**src/rtl/intr_sequencer_core.sv**
```systemverilog
// 8259-style interrupt sequencer: ICW init FSM, rotating priority resolver,
// two-pulse INTA handshake with vector generation and EOI handling.
module intr_sequencer_core #(
  parameter int N_IRQ = 8,
  parameter int IDW   = $clog2(N_IRQ)
) (
  input  logic             clk,
  input  logic             reset,
  input  logic             wr_stb,
  input  logic             a0,
  input  logic [7:0]       wr_data,
  input  logic             inta_stb,
  input  logic [N_IRQ-1:0] irq_req,
  output logic             int_out,
  output logic [7:0]       vector_out,
  output logic             vector_valid,
  output logic [7:0]       rd_data,
  output logic [N_IRQ-1:0] imr_out,
  output logic [N_IRQ-1:0] isr_out,
  output logic [N_IRQ-1:0] irr_out,
  output logic             init_done
);

  typedef enum logic [2:0] {UNINIT, W_ICW2, W_ICW3, W_ICW4, READY} state_t;

  state_t           state;
  logic             ltim, sngl, ic4, aeoi, auto_rotate, ris, inta_phase;
  logic [7-IDW:0]   icw2_hi;
  logic [N_IRQ-1:0] imr, isr, irr, irq_prev, req_masked;
  logic [IDW-1:0]   lowest_prio, ack_id, cand_id, isr_top, ocw_l;
  logic             cand_valid, isr_any, isr_block, icw1, ready;
  logic [IDW-1:0]   rot_idx [N_IRQ];

  // rot_idx[k] is the channel holding priority rank k (0 = highest)
  genvar gi;
  generate
    for (gi = 0; gi < N_IRQ; gi++) begin : g_rot
      assign rot_idx[gi] = lowest_prio + IDW'(gi + 1);
    end
  endgenerate

  assign icw1       = wr_stb && !a0 && wr_data[4];
  assign ready      = (state == READY);
  assign req_masked = irr & ~imr;
  assign ocw_l      = wr_data[IDW-1:0];

  always_comb begin
    isr_any = 1'b0;
    isr_top = '0;
    for (int k = 0; k < N_IRQ; k++) begin
      if (!isr_any && isr[rot_idx[k]]) begin
        isr_any = 1'b1;
        isr_top = rot_idx[k];
      end
    end
  end

  // Scan down the priority order; an in-service channel blocks itself and all below it
  always_comb begin
    cand_valid = 1'b0;
    cand_id    = '0;
    isr_block  = 1'b0;
    for (int k = 0; k < N_IRQ; k++) begin
      if (!cand_valid && !isr_block) begin
        if (isr[rot_idx[k]]) begin
          isr_block = 1'b1;
        end else if (req_masked[rot_idx[k]]) begin
          cand_valid = 1'b1;
          cand_id    = rot_idx[k];
        end
      end
    end
  end

  always_ff @(posedge clk) begin
    if (reset) begin
      state        <= UNINIT;
      ltim         <= 1'b0;
      sngl         <= 1'b0;
      ic4          <= 1'b0;
      aeoi         <= 1'b0;
      auto_rotate  <= 1'b0;
      ris          <= 1'b0;
      icw2_hi      <= '0;
      imr          <= '0;
      isr          <= '0;
      irr          <= '0;
      irq_prev     <= '0;
      lowest_prio  <= IDW'(N_IRQ - 1);
      ack_id       <= '0;
      inta_phase   <= 1'b0;
      int_out      <= 1'b0;
      vector_out   <= '0;
      vector_valid <= 1'b0;
    end else begin
      irq_prev     <= irq_req;
      vector_valid <= 1'b0;
      if (icw1) begin
        ltim        <= wr_data[3];
        sngl        <= wr_data[1];
        ic4         <= wr_data[0];
        imr         <= '0;
        isr         <= '0;
        irr         <= '0;
        aeoi        <= 1'b0;
        auto_rotate <= 1'b0;
        lowest_prio <= IDW'(N_IRQ - 1);
        inta_phase  <= 1'b0;
        int_out     <= 1'b0;
        state       <= W_ICW2;
      end else begin
        irr <= ltim ? irq_req : (irr | (irq_req & ~irq_prev));
        if (wr_stb) begin
          case (state)
            W_ICW2: begin
              icw2_hi <= wr_data[7:IDW];
              state   <= !sngl ? W_ICW3 : (ic4 ? W_ICW4 : READY);
            end
            W_ICW3: state <= ic4 ? W_ICW4 : READY;
            W_ICW4: begin
              aeoi  <= wr_data[1];
              state <= READY;
            end
            READY: begin
              if (a0) begin
                imr <= wr_data[N_IRQ-1:0];
              end else if (wr_data[4:3] == 2'b00) begin
                case (wr_data[7:5])
                  3'b001: if (isr_any) isr[isr_top] <= 1'b0;
                  3'b011: if (isr_any) isr[ocw_l] <= 1'b0;
                  3'b101: if (isr_any) begin
                    isr[isr_top] <= 1'b0;
                    lowest_prio  <= isr_top;
                  end
                  3'b111: if (isr_any) begin
                    isr[ocw_l]  <= 1'b0;
                    lowest_prio <= ocw_l;
                  end
                  3'b110: lowest_prio <= ocw_l;
                  3'b100: auto_rotate <= 1'b1;
                  3'b000: auto_rotate <= 1'b0;
                  default: ;
                endcase
              end else if (wr_data[4:3] == 2'b01 && wr_data[1]) begin
                ris <= wr_data[0];
              end
            end
            default: ;
          endcase
        end
        // INTA updates come after the EOI clears so a same-bit set wins
        if (ready && inta_stb) begin
          int_out <= 1'b0;
          if (!inta_phase) begin
            ack_id     <= cand_valid ? cand_id : IDW'(N_IRQ - 1);
            inta_phase <= 1'b1;
            if (cand_valid) begin
              isr[cand_id] <= 1'b1;
              irr[cand_id] <= 1'b0;
            end
          end else begin
            vector_out   <= {icw2_hi, ack_id};
            vector_valid <= 1'b1;
            inta_phase   <= 1'b0;
            if (aeoi) begin
              isr[ack_id] <= 1'b0;
              if (auto_rotate) lowest_prio <= ack_id;
            end
          end
        end else begin
          int_out <= ready && cand_valid && !inta_phase;
        end
      end
    end
  end

  always_comb begin
    rd_data = '0;
    if (a0)       rd_data[N_IRQ-1:0] = imr;
    else if (ris) rd_data[N_IRQ-1:0] = isr;
    else          rd_data[N_IRQ-1:0] = irr;
  end

  assign imr_out   = imr;
  assign isr_out   = isr;
  assign irr_out   = irr;
  assign init_done = ready;

endmodule

```
**config.mk**
```make
export PLATFORM = sky130hd
export DESIGN_NAME = intr_sequencer_core
export DESIGN_NICKNAME = d
export VERILOG_FILES = /design/src/rtl/intr_sequencer_core.sv
export SDC_FILE = /design/constraint.sdc
export NUM_CORES = 1
export LEC_CHECK = 0
export ABC_CLOCK_PERIOD_IN_PS = 5000
export BUFFER_PORTS_ARGS = -buffer_cell sky130_fd_sc_hd__buf_2
export CAP_MARGIN = 20
export CORE_ASPECT_RATIO = 1.2
export CORE_MARGIN = 1.5
export CORE_UTILIZATION = 59
export DETAILED_ROUTE_END_ITERATION = 8
export GPL_TIMING_DRIVEN = 0
export PLACE_DENSITY = 0.78
export SYNTH_ARGS = -nofsm -noshare
export SYNTH_HDL_FRONTEND = slang
export SYNTH_SLANG_ARGS = --single-unit
```
**constraint.sdc**
```tcl
create_clock -name clk -period 5 [get_ports clk]
set_input_delay 0.25 -clock clk [delete_from_list [all_inputs] [get_ports clk]]
set_output_delay 0.25 -clock clk [all_outputs]
set_load 0.02 [all_outputs]
```
### Word level (Yosys, flattened, before mapping)

Index checks and enable logic that the tools add are counted.

* bits of input ports: 21
* word-level logic and storage cells: 291
* memories kept: 0
* bits in writable memories: 0
* flip-flop bits (word level): 63
* output and inout port bits: 43
* bits in read-only memories: 0
* bits in latches: 0

* order comparisons: 16
* reductions and logical operators: 66
* multipliers: 0
* equal/unequal tests: 11
* div/mod/pow operators: 0
* shift-type cells: 0
* mux-type cells: 153
* add/sub/neg operators: 7
* bitwise operators: 19

Operators by type and width (count)
* $mux 8: 18
* $mux 3: 44
* $mux 1: 67
* $and 8x8->8: 6
* $bmux 1 s3: 16
* $lt 3x4->1 const B: 12
* $not 8->8: 6
* $logic_and 1x1->1: 24
* $logic_not 1->1: 22
* $pmux 3 s3: 2
* $or 8x8->8: 2
* $pmux 8 s2: 1
* $eq 3x3->1 const B: 5
* $add 3x3->3 const B: 4
* $demux 1 s3: 4
* $ge 3x1->1 const B: 4
* $reduce_and 3->1: 4
* $eq 3x2->1 const B: 3
* $add 3x2->3 const B: 2
* $eq 3x1->1 const B: 2
* $reduce_and 2->1: 3
* $reduce_and 6->1: 1
* $reduce_or 2->1: 3
* $reduce_or 3->1: 2
* other kinds (10): 15

### Logic depth before layout (Yosys ltp)

* depth in word-level cells: 43
* gate-level depth with buffers: 16
* depth with buffers taken out: 11

### Least setup slack after synthesis

No wires, ideal clock.

* kind: register to register
* start point: register lowest_prio[0]
* end point: register irr[0] (netlist: irr_out[0])
* arrival time: 3453 ps
* setup slack: 1398 ps
* clock period less this slack: 3602 ps
* setup time: 149 ps
* cell stages (with the launch flop): 15
* path through: dfxtp_1 -> buf_6 -> buf_2 -> inv_1 -> ha_1 -> buf_2 -> mux2i_1 -> mux2i_1 -> o31a_1 -> o2111ai_1 -> o2111ai_1 -> o211a_1 -> or2_1 -> nor4_2 -> a221oi_1

* word-level cells in the longest chain between the ends: 35
* elaborated cells between the ends (all ways): 129
* classes of those cells: add/sub (7); order compare (2); mux (96); bitwise (2); reduce/logical (22)

Ends and longest elaborated chain
* start, declared: line 30 `logic [IDW-1:0] lowest_prio, ack_id, cand_id, isr_top, ocw_l;`
* start signal, assigned: line 89 `lowest_prio <= IDW'(N_IRQ - 1);`
* start signal, assigned: line 107 `lowest_prio <= IDW'(N_IRQ - 1);`
* start signal, assigned: line 133 `lowest_prio <= isr_top;`
* $add 3x1->3: line 38 `assign rot_idx[gi] = lowest_prio + IDW'(gi + 1);`
* $bmux 1 s3: line 67 `end else if (req_masked[rot_idx[k]]) begin`
* $mux 1 (not written as such): line 67
* $mux 3 or $mux 1 (tied branches): line 67
* $mux 3 or $mux 1 (tied branches): line 65 `if (isr[rot_idx[k]]) begin`
* $mux 3, or another cell as far along: line 67
* $mux 3, or another cell as far along: line 65
* $mux 3 or $mux 1 (tied branches): line 64 `if (!cand_valid && !isr_block) begin`
* (+19 left out)
* $logic_and 1x1->1 (not written as such): line 159 `irr[cand_id] <= 1'b0;`
* $mux 1 (not written as such): line 159
* $demux 1 s3: line 159
* $not 8->8 (no source line)
* $and 8x8->8 (no source line)
* $mux 8 *: line 157 `if (cand_valid) begin`
* $mux 8 *: line 154 `if (!inta_phase) begin`
* $mux 8 *: line 152 `if (ready && inta_stb) begin`
* end signal, assigned: line 112 `irr <= ltim ? irq_req : (irr | (irq_req & ~irq_prev));`
* end, declared: line 29 `logic [N_IRQ-1:0] imr, isr, irr, irq_prev, req_masked;`

Every way passes the cells marked *; elsewhere a longest branch is shown, timed or not. The select of a mux whose other input is x is not followed.
A chain may end at the register's enable or synchronous reset.

### Final worst setup path

* start point: register lowest_prio[0]
* end point: register irr[7] (netlist: irr_out[7])

Same word-level chain as after synthesis.

==> flow_summary.json <==
{
  "pin_count": 64,
  "numCtsBuffers": 9,
  "synth_area_mm2": 0.00512,
  "drt-pass1-iter-count": 7,
  "ys_ff_latch": 63,
  "dpl_cell_area_mm2": 0.00556,
  "tns_ns": 0,
  "synth_cells": 630,
  "hold_viol": 0,
  "seqPwrFrac_pct": 47.6,
  "vias": 5626,
  "drt_wl_total_um": 17800,
  "nets": 722,
  "h-tree-depth": 3,
  "final_area_mm2": 0.00573,
  "yosysWarnings": 0,
  "diodes": 0,
  "yosys.area.top_type": "dfxtp_1",
  "slew_viol_final": 0,
  "hpwl_um": 13500,
  "grt_pass1_vias": 5256,
  "io_buffers": 58,
  "drt_iter0_drc": 503,
  "fin_crit_ns": 4.89,
  "die_h_um": 105,
  "yosysMostFrequentCell": "dfxtp_1",
  "cts_tree": "yes",
  "cts_sinks": 63,
  "power_frac_comb_pct": 16.8,
  "vdd_drop_max_mv": 0.226,
  "worst_pin_slew_ns": 0.837,
  "antenna_found_initial": 0,
  "critPathKind": "reg2reg",
  "whs_path_depth": 2,
  "synth-edff-count": 0,
  "grt_max_degree": 11,
  "syn_nets": 653,
  "ctsResizeCount": 0,
  "clk_path_buf_depth": 2,
  "ant_nets": 0,
  "seq_area_frac_synth_pct": 24.6,
  "relSlewSlack_pct": 43.7,
  "yosysUniqueCellTypes": 93,
  "path_clk_slew_ns": 0.07,
  "fp-row-count": 37,
  "status": "complete, no violations",
  "grt.total_usage_pct": 39.1,
  "die_area_mm2": 0.00925,
  "avgViaCountPerCell": 6.86,
  "finClkSkew_ns": 0.00564,
  "hold_path_class": "in2reg",
  "coreArea_mm2": 0.00852,
  "worstPathArrival_ns": 5.13,
  "wl_per_cell_um": 21.7,
  "yosys.area.top_type_share_pct": 24.6,
  "netSwitchingPower_uw": 322,
  "clock-root-buffer": "clkbuf_8",
  "clkPwrFrac_pct": 35.6,
  "drive_above_1_share_pct": 17.6,
  "start_kind": "flip-flop",
  "die_w_um": 88.1,
  "synth_flop_cell": "dfxtp_1",
  "p_leak_nw": 2.29,
  "setup_viol": 0,
  "initial_utilization_pct": 60.1,
  "post-cts-setup-buffers": 0,
  "powerDensity_mw_per_mm2": 193,
  "period_share_pct": 97.9,
  "p_int_uw": 783,
  "drc": 0,
  "reg2regPathDepth": 14,
  "grt_first_pass_wirelength_um": 27700,
  "hold_buffers": 0,
  "yosys-top-cells-count": "dfxtp_1 (63), nand2_1 (59), nor2_1 (50)",
  "gp_congestion": 1.07,
  "synth_area_per_cell_um2": 8.13,
  "end_kind": "flip-flop",
  "drv_cap": 0,
  "clk_latency_ns": 0.34,
  "required_ns": 5.24,
  "rsz0062_at_grt": "no",
  "syn_to_final_growth_pct": 11.9,
  "synthTopCellsByArea": "dfxtp_1 (25%), mux2i_1 (8.8%), nand2_1 (4.3%)",
  "grt_overflow_total": 0,
  "async_flop_share_pct": 0,
  "critical_path.max_fanout": 10,
  "p_sw_share_pct": 29.2,
  "fmax_mhz": 204
}
-- layer usage --
metal / GRT usage (%) / vias to the layer above / share of wire, %
li1: - / 2543 / -
met1: 44.9 / 2622 / 36
met2: 65.5 / 374 / 49
met3: 7.19 / 87 / 8.0
met4: 24.6 / 0 / 6.3
met5: 0 / - / 0
-- power groups by stage --
stage	logic (mW)	clock network, mW	registers, mW
floorplan	0.120	0	0.538
global placement	0.177	0	0.536
detailed placement	0.179	0	0.536
CTS	0.180	0.395	0.525
global route	0.199	0.417	0.526
finish	0.186	0.394	0.526
-- registers in the layout, summed over array words and instances (netlist names) --
name and cells:
imr_out 8, irq_prev 8, irr_out 8, isr_out 8
vector_out 8, icw2_hi 5, ack_id 3, lowest_prio 3
state 3, aeoi 1, auto_rotate 1, ic4 1
int_out 1, inta_phase 1, ltim 1, ris 1
sngl 1, vector_valid 1
-- layout by cell type (no fill, tap or decap), types with 14 or more instances in the layout --
cell      instances
buf_2            65
dfxtp_1          63
nand2_1          59
nor2_1           50
mux2i_1          45
a21oi_1          43
o21ai_0          29
nand3_1          26
clkbuf_1         25
nor2b_1          23
o211ai_1         16
inv_1            14
a211oi_1         14
-- final timing paths --
check                                           startpoint                         end  slack [ns]
worst max-delay path             lowest_prio[0]$_SDFF_PP1_       irr_out[7]$_SDFF_PP0_        0.11
worst min-delay path                            irq_req[3]      irq_prev[3]$_SDFF_PP0_        0.14
worst max register to register   lowest_prio[0]$_SDFF_PP1_       irr_out[7]$_SDFF_PP0_        0.11
worst min register to register  vector_out[7]$_SDFFE_PP0P_  vector_out[7]$_SDFFE_PP0P_        0.46
-- kinds of logic after synthesis --
| group | share of synthesized area, % |
|---|---|
| compound gates | 30.8 |
| xor+xnor | 2.47 |
| fa+ha+maj | 0.488 |
| buf+inv | 4.79 |
| flops | 24.6 |
| mux | 13.2 |
| simple gates | 23.6 |
-- through the flow --
stage | util [%] | instances | total power [mW] | hold WS, ns | worst slack [ns]
after detailed placement | 65.3 | 805 | 0.715 | 0.446 | 0.420
after CTS | 67.3 | 820 | 1.10 | 0.138 | 0.380
after floorplan | - | 630 | 0.658 | 0.378 | 1.40
after global placement | 65.3 | 805 | 0.712 | 0.443 | 0.432
after global routing | 67.3 | 820 | 1.14 | 0.151 | 0.00302
final | 67.3 | 820 | 1.11 | 0.138 | 0.106
-- final cells by class --
class	instances	area [um^2]
inverter	15	56.3
timing repair buffer	58	290
buffer	41	189
fill	747	2780
clock buffer	12	155
tap	117	146
sequential	63	1260
clock inverter	3	18.8
multi-input combinational	511	3620
-- critical path, cell delays in order, from the launching register on --
cell	delay, ns
dfxtp_1	0.35
buf_6	0.16
buf_2	0.25
inv_1	0.21
ha_1	0.41
buf_2	0.31
mux2i_1	0.34
mux2i_1	0.16
o221ai_2	0.51
nand4_1	0.28
nor4_1	0.63
a41oi_1	0.12
a211oi_2	0.47
o211ai_1	0.30
o211a_1	0.27
Power figures use the tool's default switching activity.
